[src/rtl/shift_add_multiplier_pkg.sv]
// Shared types and constants for the shift-and-add multiplier.
package shift_add_multiplier_pkg;

  localparam int DEFAULT_WIDTH = 32;
  localparam int ADDER_WIDTH   = 32;

  typedef enum logic [1:0] {
    IDLE = 2'd0,
    RUN  = 2'd1,
    DONE = 2'd2
  } state_e;

endpackage : shift_add_multiplier_pkg

[src/rtl/carrySelectAdder32bit.sv]
// 32-bit carry-select adder: 4-bit blocks precompute both carry-in cases,
// and the incoming block carry selects between them.
module carrySelectAdder32bit (
  input  logic [31:0] a_i,
  input  logic [31:0] b_i,
  input  logic        cin_i,
  output logic [31:0] sum_o,
  output logic        cout_o
);

  logic       blk_carry;
  logic [4:0] res_c0;
  logic [4:0] res_c1;

  // NOTE: every variable written here gets a value before any conditional
  //       use, so no latch can be inferred.
  always_comb begin
    blk_carry = cin_i;
    sum_o     = '0;
    res_c0    = '0;
    res_c1    = '0;
    for (int g = 0; g < 8; g++) begin
      res_c0 = {1'b0, a_i[4*g +: 4]} + {1'b0, b_i[4*g +: 4]};
      res_c1 = {1'b0, a_i[4*g +: 4]} + {1'b0, b_i[4*g +: 4]} + 5'd1;
      sum_o[4*g +: 4] = blk_carry ? res_c1[3:0] : res_c0[3:0];
      blk_carry       = blk_carry ? res_c1[4]   : res_c0[4];
    end
    cout_o = blk_carry;
  end

endmodule : carrySelectAdder32bit

[src/rtl/shift_add_multiplier.sv]
// Sequential unsigned multiplier: one add-and-shift step per cycle,
// WIDTH cycles per product. WIDTH must not exceed the 32-bit adder.
module shift_add_multiplier
  import shift_add_multiplier_pkg::*;
#(
  parameter int WIDTH = DEFAULT_WIDTH
) (
  input  logic               clk,
  input  logic               reset,
  input  logic               start,
  input  logic [WIDTH-1:0]   a,
  input  logic [WIDTH-1:0]   b,
  output logic               busy,
  output logic               done,
  output logic [2*WIDTH-1:0] product
);

  localparam int              CW   = $clog2(WIDTH) + 1;
  localparam logic [CW-1:0]   LAST = CW'(WIDTH - 1);

  state_e               state_q, state_d;
  logic [WIDTH-1:0]     mcand_q, mcand_d;
  logic [2*WIDTH-1:0]   acc_q, acc_d;
  logic [CW-1:0]        count_q, count_d;
  logic [2*WIDTH-1:0]   product_q, product_d;

  logic [WIDTH-1:0]       add_sum;
  logic                   add_carry;
  logic [ADDER_WIDTH-1:0] adder_a, adder_b, adder_sum;
  logic                   adder_cout;

  // Only add the multiplicand when the current multiplier LSB is set.
  if (WIDTH == ADDER_WIDTH) begin : g_full
    assign adder_a   = acc_q[2*WIDTH-1:WIDTH];
    assign adder_b   = acc_q[0] ? mcand_q : '0;
    assign add_sum   = adder_sum;
    assign add_carry = adder_cout;
  end else begin : g_narrow
    assign adder_a   = {{(ADDER_WIDTH-WIDTH){1'b0}}, acc_q[2*WIDTH-1:WIDTH]};
    assign adder_b   = {{(ADDER_WIDTH-WIDTH){1'b0}}, (acc_q[0] ? mcand_q : '0)};
    assign add_sum   = adder_sum[WIDTH-1:0];
    assign add_carry = adder_sum[WIDTH];
  end

  carrySelectAdder32bit u_adder (
    .a_i    (adder_a),
    .b_i    (adder_b),
    .cin_i  (1'b0),
    .sum_o  (adder_sum),
    .cout_o (adder_cout)
  );

  always_comb begin
    state_d   = state_q;
    mcand_d   = mcand_q;
    acc_d     = acc_q;
    count_d   = count_q;
    product_d = product_q;
    case (state_q)
      IDLE, DONE: begin
        if (start) begin
          mcand_d = a;
          acc_d   = {{WIDTH{1'b0}}, b};
          count_d = '0;
          state_d = RUN;
        end else begin
          state_d = IDLE;
        end
      end
      RUN: begin
        // Carry-out lands in the top bit as the accumulator shifts right.
        acc_d   = {add_carry, add_sum, acc_q[WIDTH-1:1]};
        count_d = count_q + 1'b1;
        if (count_q == LAST) begin
          state_d   = DONE;
          product_d = acc_d;
        end
      end
      default: state_d = IDLE;
    endcase
  end

  // NOTE: sequential state uses non-blocking assignments only, so every
  //       register samples its pre-edge inputs regardless of block order.
  always_ff @(posedge clk or posedge reset) begin
    if (reset) begin
      state_q   <= IDLE;
      mcand_q   <= '0;
      acc_q     <= '0;
      count_q   <= '0;
      product_q <= '0;
    end else begin
      state_q   <= state_d;
      mcand_q   <= mcand_d;
      acc_q     <= acc_d;
      count_q   <= count_d;
      product_q <= product_d;
    end
  end

  assign busy    = (state_q == RUN);
  assign done    = (state_q == DONE);
  assign product = product_q;

endmodule : shift_add_multiplier

[config.mk]
export PLATFORM = sky130hd
export DESIGN_NAME = shift_add_multiplier
export DESIGN_NICKNAME = d
export VERILOG_FILES = /design/src/rtl/shift_add_multiplier_pkg.sv /design/src/rtl/carrySelectAdder32bit.sv /design/src/rtl/shift_add_multiplier.sv
export SDC_FILE = /design/constraint.sdc
export NUM_CORES = 1
export LEC_CHECK = 0
export CAP_MARGIN = 20
export CORE_MARGIN = 4
export CORE_UTILIZATION = 56
export CTS_BUF_LIST = sky130_fd_sc_hd__clkbuf_2
export DETAILED_ROUTE_END_ITERATION = 8
export PLACE_DENSITY_LB_ADDON = 0.1
export SLEW_MARGIN = 15
export SYNTH_ARGS = -nofsm -noshare
export SYNTH_HDL_FRONTEND = slang
export SYNTH_SLANG_ARGS = --single-unit
[constraint.sdc]
create_clock -name clk -period 7.2 [get_ports clk]
set_clock_uncertainty 0.15 [all_clocks]
set_input_delay 1.08 -clock clk [delete_from_list [all_inputs] [get_ports clk]]
set_output_delay 1.08 -clock clk [all_outputs]
set_load 0.005 [all_outputs]
==> impl_metrics.env <==
export IMPL_post_cts_setup_buffers=0
export IMPL_syn_nets=991
export IMPL_synthCells=876
export IMPL_path_max_fanout=15
export IMPL_fp_dieW_um=130
export IMPL_cp_required_ns=7.68
export IMPL_cts_sinks=168
export IMPL_htree_num_levels=4
export IMPL_root_buffer="clkbuf_2"
export IMPL_initial_core_util_pct=57.2
export IMPL_drive_gt1_share_pct=5.96
export IMPL_synth_seq_area_share_pct=50.6
export IMPL_tightest_slew_ns=0.957
export IMPL_synth_distinct_cells=42
export IMPL_via_count=6356
export IMPL_io_pins=133
export IMPL_outcome="complete, no violations"
export IMPL_avgRoutedWirePerCell_um=15.6
export IMPL_layout_min_cycle_time_ns=4.84
export IMPL_maxSlewViolCount=0
export IMPL_critPathKind="reg2reg"
export IMPL_hold_viol=0
export IMPL_fp_dieH_um=130
export IMPL_portBuffers=132
export IMPL_area_growth_pct=20.7
export IMPL_synth_top_cell_by_area="dfrtp_1"
export IMPL_grt_overflow=0
export IMPL_nNetsFinal=1108
export IMPL_synthFlopType="dfrtp_1"
export IMPL_ctsHoldBuffers=0
export IMPL_clock_path_buffers=2
export IMPL_drt_iter0_drc=317
export IMPL_reg2reg_depth=16
export IMPL_final_util_pct=69.1
export IMPL_wirelength_um=18500
export IMPL_numCtsBuffers=17
export IMPL_p_leak_nw=4.90
export IMPL_synth_async_reset_ratio_pct=100
export IMPL_fin_tns_setup_ns=0
export IMPL_fin_crit_sh_pct=67.2
export IMPL_slew_headroom_pct=36.2
export IMPL_via_per_inst=5.34
export IMPL_hp_class="reg2reg"
export IMPL_setup_viol_count_final=0
export IMPL_grt_pass1_wl_um=30900
export IMPL_fp_coreArea_um2=14500
export IMPL_netlist_area_leader_share_pct=50.6
export IMPL_grt_pass1_vias=6387
export IMPL_worstSetupStartpointType="flop"
export IMPL_ys_seq_elements=168
export IMPL_min_path_cells=2
export IMPL_vdd_drop_max_mv=0.202
export IMPL_dr_pass1_iters=4
export IMPL_p_per_area_nw_per_um2=404
export IMPL_antenna_cells=0
export IMPL_dieArea_um2=16900
export IMPL_drc=0
export IMPL_gp_congestion=0.831
export IMPL_netlist_area_um2=8310
export IMPL_cap_violations=0
export IMPL_rsz0062_at_grt="false"
export IMPL_synthTopCellsByArea="dfrtp_1 (51%), nand2_1 (15%), ha_1 (6.0%)"
export IMPL_cp_end_kind="flop"
export IMPL_place_hpwl_um=12200
export IMPL_grt_max_degree=117
export IMPL_clock_fmax_mhz=207
export IMPL_cts_tree="done"
export IMPL_num_rows=44
export IMPL_clkTransAtPathRegs_ns=0.26
export IMPL_yosysWarnings=0
export IMPL_antenna_found_initial=0
export IMPL_synth_edf_count=0
export IMPL_cp_arrival_ns=5.32
export IMPL_avgSynthCellArea_um2=9.49
export IMPL_cts_resized=0
export IMPL_antenna_left=0
export IMPL_track_usage_pct=23.0
export IMPL_clk_latency_ns=0.76
## state kept, by name, summed over array words and instances (netlist names)
register and cells:
acc_q 64, mcand_q 32, product 64, state_q 2, count_q 6
## cell usage after synthesis (5+ instances only)
cell type / n
nor2_1: 7
buf_1: 7
xnor2_1: 28
xor2_1: 11
and2_1: 32
ha_1: 40
nand3_1: 12
a21oi_1: 17
o21ai_0: 18
mux2i_1: 8
clkbuf_1: 35
dfrtp_1: 168
fa_1: 8
mux2_2: 5
inv_1: 17
a22oi_1: 32
a22o_1: 24
nand2b_1: 5
nand2_1: 343
a21o_1: 12
nand4_1: 8
## where the power goes
part           switching (mW)  internal [mW]
Combinational           0.921           1.01
Clock                   0.359          0.133
Sequential              0.282           1.35
Total                    1.56           2.49
## kinds of logic after synthesis
kind of cell             Yosys count  synth area share (%)
AO/OA/AOI/OAI                    115                  9.65
AND/OR/NAND/NOR                  427                  21.9
adder cells (fa/ha/maj)           48                  7.95
flip-flops                       168                  50.6
XOR/XNOR                          42                  4.83
buffers and inverters             59                  2.66
multiplexers                      17                  2.48
## area by class of cell
cell class                 count  area, µm²
fill                        1195       4500
inverter                      17       70.1
clock buffer                  17       85.1
sequential                   168       4200
multi-input combinational    649       3910
clock inverter                15        140
timing repair buffer         140       1400
tap                          184        230
## worst paths after layout
kind,from,to,slack [ns]
min reg2reg,mcand_q[15],mcand_q[15],0.35
max in group asynchronous,reset,product[51],5.39
max,acc_q[0],acc_q[63],2.36
min in group asynchronous,reset,acc_q[4],0.49
max reg2reg,acc_q[0],acc_q[63],2.36
min,mcand_q[15],mcand_q[15],0.35
## stage by stage
step / cells / power, mW / setup WS (ns) / hold WS (ns) / area [µm²]
after floorplan: 876 / 2.87 / 1.42 / 0.287 / 8310
after global placement: 1157 / 3.54 / 2.47 / 0.300 / 9780
after detailed placement: 1157 / 3.59 / 2.36 / 0.309 / 9780
after CTS: 1189 / 4.09 / 2.30 / 0.355 / 10000
after global routing: 1190 / 4.41 / 2.01 / 0.379 / 10000
final: 1190 / 4.05 / 2.36 / 0.351 / 10000
## critical path: stages, from the launching register on
cell and delay [ns]:
dfrtp_1 0.65, and2_1 0.19, ha_1 0.15, inv_1 0.05, fa_1 0.39, nand2b_1 0.17, a21oi_2 0.27, nor4b_4 0.34
xor2_2 0.24, a21oi_2 0.11, nor3b_4 0.28, mux2i_2 0.37, mux2i_4 0.34, mux2i_4 0.33, mux2_1 0.39, xnor2_1 0.23
o21ai_1 0.08
## cells in the final DEF (no fill, tap or decap), drive strengths merged, types with 2 or more instances in the layout
master	instances
nand3b	4
clkinv	6
o21ai	22
nor2	7
nand3	12
nor3	4
clkinvlp	2
and2	32
buf	8
a22oi	32
nand4	8
fa	8
inv	23
nor2b	4
ha	40
dfrtp	168
a22o	24
nand4b	2
xnor2	30
nand2	343
a21oi	19
nand2b	5
a21o	12
clkdlybuf4s50	132
a211o	2
and3	3
clkbuf	17
xor2	12
mux2i	11
mux2	6
## layer usage
metal	global-route usage (%)	vias to the layer above	wire, µm
li1	-	3124	-
met1	32.5	3090	8690
met2	35.7	126	8650
met3	5.94	16	1010
met4	6.60	0	191
met5	0	-	0
Note: power is estimated with default switching activity, not from simulation.
